`config.mk`:
```
export PLATFORM = sky130hd
export DESIGN_NAME = scie_issue_arbiter
export DESIGN_NICKNAME = d
export VERILOG_FILES = /design/src/rtl/scie_issue_arbiter.sv
export SDC_FILE = /design/constraint.sdc
export NUM_CORES = 1
export LEC_CHECK = 0
export ABC_AREA = 1
export BUFFER_PORTS_ARGS = -buffer_cell sky130_fd_sc_hd__clkbuf_2
export CAP_MARGIN = 5
export CORE_AREA = 2 2 152 154
export CTS_BUF_LIST = sky130_fd_sc_hd__clkbuf_16
export DETAILED_ROUTE_END_ITERATION = 12
export DIE_AREA = 0 0 154 156
export GPL_TIMING_DRIVEN = 0
export PLACE_DENSITY = 0.72
export SLEW_MARGIN = 0
export SYNTH_ARGS = -nofsm -noshare
export SYNTH_HDL_FRONTEND = slang
export SYNTH_SLANG_ARGS = --single-unit
```
`constraint.sdc`:
```
create_clock -name clock -period 3.38 [get_ports clock]
set_input_delay 0.338 -clock clock [delete_from_list [all_inputs] [get_ports clock]]
set_output_delay 0.338 -clock clock [all_outputs]
set_load 0.005 [all_outputs]
```
`src/rtl/scie_issue_arbiter.sv`:
```
// scie_issue_arbiter
//   Shares one pipelined SCIE custom-instruction unit between two command
//   requesters. Round-robin arbitration, registered issue onto the SCIE
//   inputs, a fixed-latency in-flight tracker that steers each io_rd result
//   back to the requester that issued the read, and push-to-read spacing.
//
// Optional feature: define SCIE_ARB_PERFCNT_EN to add perf_issue_count and
// perf_stall_count (32-bit, wrapping).
//
// Ports
//   clock, reset            clock, asynchronous active-low reset
//   reqN_valid/ready        command handshake (ready = granted this cycle)
//   reqN_insn/rs1/rs2       command fields, insn[6:0] is the opcode
//   rspN_valid/ready/data   one-entry result slot per requester
//   scie_valid/insn/rs1/rs2 registered issue to the SCIE unit
//   scie_rd                 SCIE result, valid LATENCY cycles after scie_valid
module scie_issue_arbiter #(
    parameter int XLEN     = 32,
    parameter int LATENCY  = 2,
    parameter int READ_GAP = 1
) (
    input  logic            clock,
    input  logic            reset,
    input  logic            req0_valid,
    output logic            req0_ready,
    input  logic [31:0]     req0_insn,
    input  logic [XLEN-1:0] req0_rs1,
    input  logic [XLEN-1:0] req0_rs2,
    input  logic            req1_valid,
    output logic            req1_ready,
    input  logic [31:0]     req1_insn,
    input  logic [XLEN-1:0] req1_rs1,
    input  logic [XLEN-1:0] req1_rs2,
    output logic            rsp0_valid,
    input  logic            rsp0_ready,
    output logic [XLEN-1:0] rsp0_data,
    output logic            rsp1_valid,
    input  logic            rsp1_ready,
    output logic [XLEN-1:0] rsp1_data,
    output logic            scie_valid,
    output logic [31:0]     scie_insn,
    output logic [XLEN-1:0] scie_rs1,
    output logic [XLEN-1:0] scie_rs2,
`ifdef SCIE_ARB_PERFCNT_EN
    output logic [31:0]     perf_issue_count,
    output logic [31:0]     perf_stall_count,
`endif
    input  logic [XLEN-1:0] scie_rd
);

    localparam logic [6:0] OP_PUSH = 7'h2B;
    localparam logic [6:0] OP_READ = 7'h5B;
    localparam int         GW      = (READ_GAP > 0) ? $clog2(READ_GAP + 1) : 1;

    typedef struct packed {
        logic rd;
        logic id;
    } trk_t;

    logic [1:0]                 vld, pop;
    logic [1:0][31:0]           insn;
    logic [1:0][XLEN-1:0]       rs1, rs2;

    assign vld  = {req1_valid, req0_valid};
    assign pop  = {rsp1_ready, rsp0_ready};
    assign insn = {req1_insn, req0_insn};
    assign rs1  = {req1_rs1, req0_rs1};
    assign rs2  = {req1_rs2, req0_rs2};

    logic                       last_grant_q, last_grant_d;
    logic [1:0][GW-1:0]         gap_q, gap_d;
    logic [1:0]                 rsp_valid_q, rsp_valid_d;
    logic [1:0][XLEN-1:0]       rsp_data_q, rsp_data_d;
    trk_t [LATENCY:0]           vld_pipe_q, vld_pipe_d;
    logic                       scie_valid_q, scie_valid_d;
    logic [31:0]                scie_insn_q, scie_insn_d;
    logic [XLEN-1:0]            scie_rs1_q, scie_rs1_d;
    logic [XLEN-1:0]            scie_rs2_q, scie_rs2_d;
`ifdef SCIE_ARB_PERFCNT_EN
    logic [31:0]                issue_cnt_q, issue_cnt_d;
    logic [31:0]                stall_cnt_q, stall_cnt_d;
`endif

    logic [1:0] inflight, is_rd, is_push, elig, grant;
    logic       win;

    always_comb begin
        inflight = '0;
        for (int k = 0; k <= LATENCY; k++)
            if (vld_pipe_q[k].rd) inflight[vld_pipe_q[k].id] = 1'b1;

        // Reads need an empty slot, no read in flight and an expired gap;
        // everything else only needs valid. Nothing is granted under reset.
        for (int n = 0; n < 2; n++) begin
            is_rd[n]   = (insn[n][6:0] == OP_READ);
            is_push[n] = (insn[n][6:0] == OP_PUSH);
            elig[n]    = vld[n] & reset &
                         (~is_rd[n] | (~rsp_valid_q[n] & ~inflight[n] & (gap_q[n] == '0)));
        end

        grant = '0;
        if (&elig) grant[!last_grant_q] = 1'b1;
        else       grant = elig;
        win = grant[1];

        last_grant_d = (|grant) ? win : last_grant_q;
        scie_valid_d = |grant;
        scie_insn_d  = (|grant) ? insn[win] : scie_insn_q;
        scie_rs1_d   = (|grant) ? rs1[win]  : scie_rs1_q;
        scie_rs2_d   = (|grant) ? rs2[win]  : scie_rs2_q;

        for (int n = 0; n < 2; n++) begin
            gap_d[n] = (gap_q[n] != '0) ? gap_q[n] - 1'b1 : gap_q[n];
            if (grant[n] && is_push[n]) gap_d[n] = GW'(READ_GAP);
        end

        vld_pipe_d[0] = '{rd: (|grant) & is_rd[win], id: win};
        for (int k = 1; k <= LATENCY; k++) vld_pipe_d[k] = vld_pipe_q[k-1];

        // One read credit per requester means capture and pop never hit the
        // same slot in the same cycle.
        for (int n = 0; n < 2; n++) begin
            rsp_valid_d[n] = rsp_valid_q[n];
            rsp_data_d[n]  = rsp_data_q[n];
            if (rsp_valid_q[n] && pop[n]) rsp_valid_d[n] = 1'b0;
            if (vld_pipe_q[LATENCY].rd && (vld_pipe_q[LATENCY].id == n[0])) begin
                rsp_valid_d[n] = 1'b1;
                rsp_data_d[n]  = scie_rd;
            end
        end

`ifdef SCIE_ARB_PERFCNT_EN
        issue_cnt_d = issue_cnt_q + ((|grant) ? 32'd1 : 32'd0);
        stall_cnt_d = stall_cnt_q + (((|vld) && !(|grant)) ? 32'd1 : 32'd0);
`endif
    end

    always_ff @(posedge clock or negedge reset) begin
        if (!reset) begin
            last_grant_q <= 1'b1;
            gap_q        <= '0;
            rsp_valid_q  <= '0;
            rsp_data_q   <= '0;
            vld_pipe_q   <= '0;
            scie_valid_q <= 1'b0;
            scie_insn_q  <= '0;
            scie_rs1_q   <= '0;
            scie_rs2_q   <= '0;
`ifdef SCIE_ARB_PERFCNT_EN
            issue_cnt_q  <= '0;
            stall_cnt_q  <= '0;
`endif
        end else begin
            last_grant_q <= last_grant_d;
            gap_q        <= gap_d;
            rsp_valid_q  <= rsp_valid_d;
            rsp_data_q   <= rsp_data_d;
            vld_pipe_q   <= vld_pipe_d;
            scie_valid_q <= scie_valid_d;
            scie_insn_q  <= scie_insn_d;
            scie_rs1_q   <= scie_rs1_d;
            scie_rs2_q   <= scie_rs2_d;
`ifdef SCIE_ARB_PERFCNT_EN
            issue_cnt_q  <= issue_cnt_d;
            stall_cnt_q  <= stall_cnt_d;
`endif
        end
    end

    assign req0_ready = grant[0];
    assign req1_ready = grant[1];
    assign rsp0_valid = rsp_valid_q[0];
    assign rsp1_valid = rsp_valid_q[1];
    assign rsp0_data  = rsp_data_q[0];
    assign rsp1_data  = rsp_data_q[1];
    assign scie_valid = scie_valid_q;
    assign scie_insn  = scie_insn_q;
    assign scie_rs1   = scie_rs1_q;
    assign scie_rs2   = scie_rs2_q;
`ifdef SCIE_ARB_PERFCNT_EN
    assign perf_issue_count = issue_cnt_q;
    assign perf_stall_count = stall_cnt_q;
`endif

endmodule

```
# After elaboration in Yosys (flattened, before gate mapping)
# Cells that the tools add are included.
dict set report op_classes {
  bitwise 22
  n_mux 28
  reduce_logical 15
  n_addsub 2
  order_cmp 9
  n_eq_ne 4
}
# cell count
set op_table {}
lappend op_table {{2-to-1 mux 32 bit} 6}
lappend op_table {{equality test 7 x 6 -> 1 bit (second input constant)} 2}
lappend op_table {{equality test 7 bit (second input constant)} 2}
lappend op_table {{2-to-1 mux 1 bit} 14}
lappend op_table {{logical AND 1 bit} 10}
lappend op_table {{less-than comparator 1 x 2 -> 1 bit (second input constant)} 5}
lappend op_table {{bitwise AND 1 bit} 9}
lappend op_table {{inverter 1 bit} 9}
lappend op_table {{2-to-1 mux 2 bit} 4}
lappend op_table {{demux 1 bit (select 1 bit)} 4}
lappend op_table {{>= comparator 1 bit (second input constant)} 4}
lappend op_table {{bitwise OR 2 bit} 2}
lappend op_table {{nonzero test 2 bit} 2}
lappend op_table {{bitwise OR 1 bit} 2}
lappend op_table {{AND reduction 2 bit} 1}
lappend op_table {{OR reduction 2 bit} 1}
lappend op_table {{subtractor 1 bit (second input constant)} 2}
lappend op_table {{logical NOT 1 bit} 1}
dict set report word_totals {
  regBits 172
}

# Logic depth before layout (Yosys ltp)
# Gate-level depths: netlist of the first run.
dict set report depth {
  depth_word 19
  depth_mapped 13
  depth_no_buf 12
}

# Worst setup path after synthesis of the first run
# No wires, ideal clock.
dict set report synth_path {
  kind {register to output}
  from {reg rsp_valid_q[1]}
  to {out req1_ready}
  path_stages_with_launch 9
  arrival_time_ns 1.193
  path_slack_ns 1.849
  cell_sequence {dfrtp_1 -> nor2_1 -> nand2_1 -> nor2_1 -> nor2_1 -> nor2_2 -> nand2_4 -> inv_2 -> buf_2}
}
dict set report synth_between {
  elab_chain_cells 7
}
# element line_no
set synth_lines {}
lappend synth_lines {{start, declared} 72} ;# logic [1:0] rsp_valid_q, rsp_valid_d;
lappend synth_lines {{start signal, assigned} 156} ;# rsp_valid_q <= rsp_valid_d;
lappend synth_lines {{inverter 1 bit (*)} 98} ;# (~is_rd[n] | (~rsp_valid_q[n] & ~inflight[n] & (gap_q[n] == '0)));
lappend synth_lines {{bitwise AND 1 bit (*) (2 in a row)} 98}
lappend synth_lines {{bitwise OR 1 bit (*)} 98}
lappend synth_lines {{bitwise AND 1 bit (*)} 97} ;# elig[n] = vld[n] & reset &
lappend synth_lines {{AND reduction 2 bit} 102} ;# if (&elig) grant[!last_grant_q] = 1'b1;
lappend synth_lines {{2-to-1 mux 2 bit (*)} 102}
lappend synth_lines {{end, declared} 30} ;# output logic req1_ready,
# Mark *: on every way between the ends. The rest lies on a longest branch, timed or not.

# Worst setup path after layout of the first run
dict set report layout_path {
  from {in reset}
  to {out req1_ready}
}
dict set report layout_between {
  elab_chain_cells 4
}
# element line_no
set layout_lines {}
lappend layout_lines {{start, declared} 23} ;# input logic reset,
lappend layout_lines {{bitwise AND 1 bit (2 in a row)} 97}
lappend layout_lines {{AND reduction 2 bit} 102}
lappend layout_lines {{2-to-1 mux 2 bit (*)} 102}
# Marks and branches as above.

==> impl_metrics.env, run 1 <==
export IMPL_die_h_um=156
export IMPL_rsz0062_at_grt="false"
export IMPL_drtPass1Iterations=5
export IMPL_synth_top_family_by_area="simple AND/OR/NAND/NOR gates"
export IMPL_core_area_sq_um=22400
export IMPL_arrival_ps=2660
export IMPL_synth_simple_area_share_pct=29.1
export IMPL_synthAdderAreaFrac_pct=0
export IMPL_required_ps=3040
export IMPL_synth_top_area_cell="dfrtp_1"
export IMPL_skew_ps=8.43
export IMPL_yosysTopAreaCellShare_pct=58.9
export IMPL_syn_nets=1070
export IMPL_wire_per_inst_um=16.3
export IMPL_worst_pin_slew_ps=529
export IMPL_grt_first_pass_wirelength_um=39500
export IMPL_synthCells=840
export IMPL_timing_final_crit_share_pct=88.8
export IMPL_clock_latency_ps=420
export IMPL_area_growth_pct=41.9
export IMPL_fin_util_pct=46.1
export IMPL_antenna_left=0
export IMPL_clockBufferDepth=2
export IMPL_cts_tree="built"
export IMPL_end_kind="output port"
export IMPL_synth_cell_types=20
export IMPL_drt_iter0_drc=433
export IMPL_status="complete, no violations"
export IMPL_synthMuxAreaShare_pct=0
export IMPL_ys_seq_elements=172
export IMPL_viasPerCell=4.69
export IMPL_p_leak_nw=5.72
export IMPL_finalMaxSlewViolations=0
export IMPL_die_area_sq_um=24000
export IMPL_overflow=0
export IMPL_synth_compound_area_share_pct=4.75
export IMPL_row_count=55
export IMPL_start_kind="input port"
export IMPL_yosysSeqAreaShare_pct=59.3
export IMPL_start_util_pct=32.5
export IMPL_num_vias=7304
export IMPL_drive_gt1_share_pct=36.7
export IMPL_crit_fanout=87
export IMPL_dp_hpwl_um=19800
export IMPL_io_pins=395
export IMPL_numCtsBuffers=17
export IMPL_h_tree_depth=4
export IMPL_maxCapViolCount=0
export IMPL_cts_clk_slew_worst_paths_ps=70
export IMPL_synth_xor_area_share_pct=0
export IMPL_place_congestion=0.827
export IMPL_drt_wl_total_um=25500
export IMPL_portBuffers=394
export IMPL_yosysWarnings=0
export IMPL_fmax_mhz=333
export IMPL_layout_common_cells="393 x clkbuf_2, 283 x nand2_1, 190 x nand3_1"
export IMPL_antenna_found_initial=3
export IMPL_synth_area_top_cells="dfrtp_1 59%, nand2_1 15%, nand3_1 13%"
export IMPL_crit_type="input port to output port"
export IMPL_p_total_w=0.00528
export IMPL_syn_avg_cell_area_sq_um=8.65
export IMPL_die_w_um=154
export IMPL_fillers=2229
export IMPL_synth_area_sq_um=7270
export IMPL_final_common_cell="clkbuf_2"
export IMPL_vdd_drop_max_v=0.000295
export IMPL_drc=0
export IMPL_cts_sink_count=172
export IMPL_root_buffer="clkbuf_16"
export IMPL_power_density_nw_per_um2=512
export IMPL_grt_max_degree=88
export IMPL_min_period_ps=3000
export IMPL_grtUsageTotal_pct=21.3
export IMPL_postCtsSetupBuffers=0
export IMPL_setup_viol=0
export IMPL_worstHoldPathType="input port to flop"
export IMPL_relSlewSlack_pct=64.8
export IMPL_fin_nets=1488
export IMPL_hold_viol_final=0
export IMPL_cts_resized=0
export IMPL_first_global_vias=7272
layout make-up:
class | count | area, sq um | area share (%)
antenna | 2 | 5.00 | 0.0485
buffer | 54 | 302 | 2.92
clock buffer | 17 | 425 | 4.13
clock inverter | 15 | 171 | 1.66
inverter | 53 | 199 | 1.93
multi-input combinational | 561 | 2460 | 23.9
sequential | 172 | 4310 | 41.8
tap | 285 | 357 | 3.46
timing repair buffer | 399 | 2090 | 20.2
path summary, 6_finish.rpt:
kind / startpoint / endpoint / slack, ps / cells past startpoint
worst min register to register: vld_pipe_d[2]$_DFF_PN0_ / vld_pipe_d[4]$_DFF_PN0_ / 400 / 0
max in group asynchronous: reset / scie_rs1[10]$_DFFE_PN0P_ / 2430 / 3
worst min-delay path: rsp1_ready / rsp_valid_q[1]$_DFFE_PN0P_ / 90 / 2
worst max-delay path: reset / req1_ready / 380 / 9
min in group asynchronous: reset / scie_rs2[11]$_DFFE_PN0P_ / 510 / 3
worst max register to register: rsp_valid_q[0]$_DFFE_PN0P_ / scie_rs2[17]$_DFFE_PN0P_ / 1420 / 11
report_power, final:
part / switching (W) / leakage (nW) / internal (W)
Combinational: 0.000486 / 3.50 / 0.000408
Clock: 0.000969 / 0.285 / 0.000997
Sequential: 0.000131 / 1.93 / 0.00229
Total: 0.00159 / 5.72 / 0.00369
per-stage QoR:
stage,TNS (ps),cells,setup WS [ps],hold WS (ps),instance area (sq um)
3_5_place_dp,0,1520,350,383,9630
5_1_grt,0,1556,168,78.7,10300
2_1_floorplan,0,840,1850,42.4,7270
6_report,0,1558,379,91.1,10300
3_3_place_gp,-397040,1519,-2060,381,9590
4_1_cts,0,1556,325,72.5,10300
logic make-up (layout without fill, tap and decap cells):
logic type | after synthesis | count (layout)
AO/OA/AOI/OAI | 69 | 69
other | 0 | 2
AND/OR/NAND/NOR | 492 | 492
buffers and inverters | 107 | 538
flip-flops | 172 | 172
flip-flops by register name (all words and copies together), names as in the netlist:
signal,flops
rsp0_data,32
rsp1_data,32
scie_insn,32
scie_rs1,32
scie_rs2,32
vld_pipe_d,4
gap_q,2
rsp_valid_q,2
vld_pipe_q,2
last_grant_q,1
scie_valid,1
Yosys cell counts:
| master | n |
|---|---|
| nand2_1 | 283 |
| nand3_1 | 190 |
| dfrtp_1 | 171 |
| o21ai_0 | 68 |
| inv_1 | 50 |
| clkbuf_1 | 26 |
| buf_2 | 16 |
| nor2_1 | 11 |
| buf_6 | 10 |
| inv_2 | 3 |
| nand2_2 | 2 |
| nand3b_1 | 2 |
| buf_1 | 1 |
| buf_4 | 1 |
| dfstp_2 | 1 |
| nand2_4 | 1 |
| nand3_2 | 1 |
| nor2_2 | 1 |
| nor3_1 | 1 |
| o21ai_1 | 1 |
timing repair:
item / 4_1_cts / 5_1_grt
endpoints found under the hold margin: 27 / 0
hold buffers: 4 / 0
endpoints found under the setup margin: 0 / 0
per-layer routing:
| metal | share of wire, % | up-vias | GRT usage [%] |
|---|---|---|---|
| li1 | - | 3553 | - |
| met1 | 39 | 3403 | 25.0 |
| met2 | 51 | 318 | 38.1 |
| met3 | 7.6 | 28 | 6.36 |
| met4 | 1.6 | 2 | 5.61 |
| met5 | 0.047 | - | 0 |
critical path, cell delays in order:
cell,delay [ps]
dlygate4sd3_1,540
clkbuf_8,170
buf_16,340
nand2_1,110
nor2_2,250
nand2_4,180
inv_2,190
buf_2,320
clkbuf_2,170
(Power assumes the default switching activity.)
==> inputs of run 2 (changes only) <==
ABC_AREA = default   (was 1)
CORE_AREA = 2 2 156 158   (was 2 2 152 154)
DIE_AREA = 0 0 158 160   (was 0 0 154 156)
PLACE_DENSITY = 0.69   (was 0.72)
==> run 2 against run 1 <==
Non-clock buffer count shrank 5; core utilization shrank 3.1 points; final cell count shrank 14%; power grew 1.8%; hold slack gained 1.7 ps; critical path type unchanged; critical endpoint unchanged; highest routed layer unchanged.
==> impl_metrics.env, run 2 <==
export IMPL_dp_cells=1302
export IMPL_synth_cell_types=32
export IMPL_io_pins=395
export IMPL_viasPerCell=4.84
export IMPL_wire_per_inst_um=18.9
export IMPL_grt_first_pass_wirelength_um=38100
export IMPL_required_ps=3040
export IMPL_synth_common_cells="171 x dfrtp_1, 102 x nand2_1, 96 x or3_1"
export IMPL_final_common_cell="clkbuf_2"
export IMPL_yosysTopAreaCellShare_pct=59.5
export IMPL_holdCritStartpoint="rsp0_ready"
export IMPL_worstSetupStartpoint="reset"
export IMPL_h_tree_depth=4
export IMPL_row_count=57
export IMPL_clock_latency_ps=430
export IMPL_die_w_um=158
export IMPL_start_util_pct=30.2
export IMPL_die_h_um=160
export IMPL_grtUsageTotal_pct=20.0
export IMPL_num_vias=6470
export IMPL_timing_rr_start="vld_pipe_q[4]$_DFF_PN0_"
export IMPL_setup_viol=0
export IMPL_skew_ps=16.8
export IMPL_synthCells=583
export IMPL_arrival_ps=2750
export IMPL_power_density_nw_per_um2=524
export IMPL_drtPass1Iterations=4
export IMPL_p_leak_nw=4.84
export IMPL_drive_gt1_share_pct=54.5
export IMPL_timing_final_crit_share_pct=91.4
export IMPL_dp_hpwl_um=19600
export IMPL_area_growth_pct=42.6
export IMPL_fin_nets=1228
export IMPL_synth_top_flop_cell="dfrtp_1"
export IMPL_hold_end="rsp_valid_q[0]$_DFFE_PN0P_"
export IMPL_fmax_mhz=324
export IMPL_root_buffer="clkbuf_16"
export IMPL_first_global_vias=6541
export IMPL_crit_type="input port to output port"
export IMPL_portBuffers=394
export IMPL_finalMaxSlewViolations=0
export IMPL_yosysWarnings=0
export IMPL_ys_seq_elements=172
export IMPL_status="complete, no violations"
export IMPL_syn_nets=813
export IMPL_antenna_found_initial=5
export IMPL_core_area_sq_um=23800
export IMPL_reg2reg_to="scie_rs2[10]$_DFFE_PN0P_"
export IMPL_maxCapViolCount=0
export IMPL_crit_fanout=99
export IMPL_synth_top_area_cell="dfrtp_1"
export IMPL_overflow=0
export IMPL_cts_clk_slew_worst_paths_ps=70
export IMPL_synth_area_sq_um=7190
export IMPL_min_period_ps=3090
export IMPL_yosysSeqAreaShare_pct=59.9
export IMPL_hold_depth=2
export IMPL_end_kind="output port"
export IMPL_drt_iter0_drc=337
export IMPL_use_met2_pct=33.9
export IMPL_synth_area_top_cells="dfrtp_1 60%, o221a_2 10%, or3_1 8.4%"
export IMPL_postCtsSetupBuffers=0
export IMPL_worstHoldPathType="input port to flop"
export IMPL_met1_usage_pct=24.6
export IMPL_grt_busiest_layer="met2"
export IMPL_drc=0
export IMPL_relSlewSlack_pct=55.6
export IMPL_rsz0062_at_grt="false"
export IMPL_cts_sink_count=172
export IMPL_clockBufferDepth=2
export IMPL_start_kind="input port"
export IMPL_numCtsBuffers=17
export IMPL_synth_edff_count=0
export IMPL_syn_avg_cell_area_sq_um=12.3
export IMPL_drt_wl_total_um=25300
export IMPL_r2r_setup_slack_ps=900
export IMPL_synthArstFlopShare_pct=100
export IMPL_cts_tree="built"
export IMPL_vdd_drop_max_v=0.000245
export IMPL_synth_most_common_cell="dfrtp_1"
export IMPL_worst_pin_slew_ps=664
export IMPL_hold_viol_final=0
export IMPL_p_total_w=0.00537
export IMPL_rr_worst_depth=8
export IMPL_place_congestion=0.858
export IMPL_grtUsageMet3_pct=5.54
export IMPL_fin_cells=1338
export IMPL_die_area_sq_um=25300
export IMPL_antenna_left=0
export IMPL_grt_max_degree=100
export IMPL_layout_common_cells="394 x clkbuf_2, 171 x dfrtp_1, 102 x nand2_1"
-- run 2: changes by cell type after synthesis, moves of 3 or more --
cell and delta:
o221a_1 +30, inv_2 -3, nand3_1 -189, o221a_2 +66, or3_1 +96, o21ai_0 -66
nand2_1 -181, nor2_1 -9, nor4_1 +3, nand2b_1 +4, mux2_2 +32, inv_1 -45
buf_6 -6
-- run 2: worst max-delay path by stage --
stage / to / slack (ps) / cells past startpoint
2_1_floorplan: scie_insn[10]$_DFFE_PN0P_ / 1540 / 8
3_3_place_gp: req1_ready / -2680 / 7
3_5_place_dp: req1_ready / -260 / 8
4_1_cts: req1_ready / 160 / 8
5_1_grt: req1_ready / 40 / 8
6_report: req1_ready / 290 / 8
-- run 2: repair_timing --
action | 4_1_cts | 5_1_grt
endpoints found under the setup margin | 1 | 0
gates resized for setup | 1 | 0
hold buffers | 2 | 0
hold endpoints to repair | 77 | 0
-- run 2: worst max-delay path, cell delays in order --
cell and delay (ps):
dlygate4sd3_1 540, clkbuf_8 160, buf_16 360, and2_1 290, nand2_1 120, a21oi_4 540, nor2_1 170, clkbuf_2 180
-- run 2: kinds of logic after synthesis --
logic type / share of synthesized area [%]
compound gates: 16.0
buf+inv: 3.69
flops: 59.9
simple gates: 15.4
mux: 5.01
-- run 2: area by class of cell --
class / instances / area (sq um)
Fill cell: 2357 / 13600
Sequential cell: 172 / 4310
Clock buffer: 17 / 425
Multi-Input combinational cell: 354 / 2630
Clock inverter: 15 / 174
Timing Repair Buffer: 397 / 2050
Buffer: 51 / 243
Inverter: 5 / 18.8
Antenna cell: 3 / 7.51
Tap cell: 324 / 405
-- run 2: routing by layer --
metal,vias to the layer above,part of all wire [%]
met5,-,0.11
met4,4,1.6
met3,24,7.4
met2,289,50
met1,3132,41
li1,3021,-
-- run 2: where the power goes --
part / switching [W] / internal, W / total [W]
logic: 0.000428 / 0.000483 / 0.000911
clock network: 0.000961 / 0.00106 / 0.00202
registers: 0.000146 / 0.00230 / 0.00244
-- run 2: per-stage QoR --
stage / worst slack [ps] / utilization [%] / hold slack, ps / area [sq um] / setup TNS, ps
6_report: 292 / 43.0 / 92.9 / 10300 / 0
5_1_grt: 44.9 / 43.0 / 96.4 / 10300 / 0
3_3_place_gp: -2680 / 40.2 / 383 / 9570 / -454330
3_5_place_dp: -260 / 40.3 / 388 / 9600 / -266
2_1_floorplan: 1540 / - / 42.4 / 7190 / 0
4_1_cts: 163 / 43.0 / 64.3 / 10200 / 0
==> inputs of run 3 (changes only) <==
PLACE_DENSITY = 0.72   (was 0.69)
clock period = 2.7 ns   (was 3.38 ns; I/O delays follow)
==> run 3 against run 2 <==
First-iteration DRC count grew 3.0%; register-to-register slack worse by 560 ps; global-route usage shrank 0.14 points; via count is 0.28% higher; non-clock buffer count is 7 higher; setup slack got worse by 100 ps; cell area increased by 1.2%; die area is the same; hold slack lost 63 ps.
==> impl_metrics.env, run 3 (same netlist as run 2, synthesis figures left out) <==
export IMPL_h_tree_depth=4
export IMPL_viasPerCell=4.83
export IMPL_num_vias=6488
export IMPL_numCtsBuffers=17
export IMPL_fillers=2284
export IMPL_power_density_nw_per_um2=641
export IMPL_fin_util_pct=43.6
export IMPL_p_leak_nw=4.90
export IMPL_fin_cells=1343
export IMPL_grt_max_degree=73
export IMPL_min_period_ps=2510
export IMPL_timing_final_crit_share_pct=92.9
export IMPL_place_area_sq_um=9600
export IMPL_root_buffer="clkbuf_16"
export IMPL_clockBufferDepth=2
export IMPL_skew_ps=10.0
export IMPL_antenna_found_initial=4
export IMPL_vdd_drop_max_v=0.000388
export IMPL_place_congestion=0.832
export IMPL_setup_viol=0
export IMPL_grt_first_pass_wirelength_um=38300
export IMPL_drtPass1Iterations=5
export IMPL_rsz0062_at_grt="false"
export IMPL_worst_path_max_delay_cell="dfrtp_1"
export IMPL_start_util_pct=30.2
export IMPL_start_kind="flop"
export IMPL_worstHoldPathType="input port to flop"
export IMPL_drc=0
export IMPL_clock_latency_ps=420
export IMPL_crit_fanout=10
export IMPL_row_count=57
export IMPL_drive_gt1_share_pct=54.6
export IMPL_finalMaxSlewViolations=0
export IMPL_cts_tree="built"
export IMPL_worst_pin_slew_ps=604
export IMPL_core_area_sq_um=23800
export IMPL_fin_nets=1235
export IMPL_wire_per_inst_um=18.8
export IMPL_die_h_um=160
export IMPL_layout_common_cells="394 x clkbuf_2, 171 x dfrtp_1, 102 x nand2_1"
export IMPL_die_area_sq_um=25300
export IMPL_dp_hpwl_um=19100
export IMPL_tns_ps=0
export IMPL_status="complete, no violations"
export IMPL_fmax_mhz=399
export IMPL_portBuffers=394
export IMPL_required_ps=2430
export IMPL_drt_wl_total_um=25300
export IMPL_cts_clk_slew_worst_paths_ps=70
export IMPL_end_kind="output port"
export IMPL_relSlewSlack_pct=59.7
export IMPL_grtUsageTotal_pct=19.8
export IMPL_maxCapViolCount=0
export IMPL_design_area_sq_um=10400
export IMPL_hold_viol_final=0
export IMPL_drt_iter0_drc=347
export IMPL_antenna_left=0
export IMPL_crit_chain="a211oi_1 > a211o_1 > nand3_2 > clkbuf_1 > nor2_1 > clkbuf_2"
export IMPL_final_common_cell="clkbuf_2"
export IMPL_crit_type="flop to output port"
export IMPL_overflow=0
export IMPL_slowest_delay_ps=420
export IMPL_critPathBufInv=2
export IMPL_critPathTopFamily="compound AO/OA/AOI/OAI gates"
export IMPL_area_growth_pct=44.3
export IMPL_first_global_vias=6728
export IMPL_dp_cells=1302
export IMPL_cts_sink_count=172
export IMPL_arrival_ps=2240
export IMPL_io_pins=395
export IMPL_die_w_um=158
[run 3: cell count changes in the layout (fill, tap and decap cells not counted), sizes merged]
cell | before | now
buf | 25 | 28
clkinvlp | 2 | 3
bufinv | 1 | 0
diode | 3 | 1
clkinv | 4 | 5
clkbuf | 439 | 440
inv | 13 | 12
dlygate4sd3 | 1 | 3
bufbuf | 0 | 1
[run 3: timing repair]
action | in CTS | in global routing
hold buffers | 6 | 0
setup buffers | 0 | 2
pin swaps | 1 | 1
resized for setup | 6 | 1
cloned | 1 | 0
endpoints found under the setup margin | 47 | 2
endpoints found under the hold margin | 72 | 0
[run 3: worst register-to-register path, cell delays in order, from the launching register on]
cell and delay (ps):
dfrtp_1 420, a211oi_1 350, a211o_1 230, nand4_1 180, nand3_1 170, buf_6 250
clkbuf_1 430, o221a_1 270
[run 3: metrics by stage]
stage | hold WS [ps] | worst slack (ps) | total power, W
after floorplan | -25.6 | 923 | 0.00354
after global placement | 378 | -3190 | 0.00422
after detailed placement | 325 | -773 | 0.00425
after CTS | 3.92 | 57.4 | 0.00677
after global routing | 23.7 | 25.8 | 0.00701
final | 30.2 | 191 | 0.00665
[run 3: final timing paths]
path	start	to	slack (ps)	cells after the start
worst min-delay path	rsp1_ready	rsp_valid_q[1]$_DFFE_PN0P_	30	2
min in group asynchronous	reset	rsp0_data[2]$_DFFE_PN0P_	630	4
worst max-delay path	rsp_valid_q[1]$_DFFE_PN0P_	req1_ready	190	6
worst max register to register	rsp_valid_q[1]$_DFFE_PN0P_	scie_insn[13]$_DFFE_PN0P_	340	7
max in group asynchronous	reset	scie_insn[5]$_DFFE_PN0P_	1720	4
worst min register to register	vld_pipe_d[2]$_DFF_PN0_	vld_pipe_d[4]$_DFF_PN0_	390	0
[run 3: final cells by class]
type                       instances  area (sq um)  share of cell area [%]
antenna                            1          2.50                  0.0241
buffer                            51           258                    2.48
clock buffer                      17           425                    4.10
clock inverter                    15           154                    1.48
inverter                           5          18.8                   0.181
multi-input combinational        354          2630                    25.3
sequential                       172          4310                    41.5
tap                              324           405                    3.91
timing repair buffer             404          2180                    21.0
[run 3: power breakdown]
group,switching (W),internal (W),leakage [nW]
Clock,0.00119,0.00123,0.275
Sequential,0.000183,0.00287,1.89
Combinational,0.000541,0.000628,2.74
Total,0.00192,0.00474,4.90
[run 3: metal layers]
layer,share of wire [%],vias to the layer above,wire length (um),GRT usage [%]
li1,-,3038,-,-
met1,40,3123,10100,23.8
met2,49,289,12500,34.2
met3,8.5,34,2140,6.32
met4,1.9,4,491,5.28
met5,0.10,-,26,0
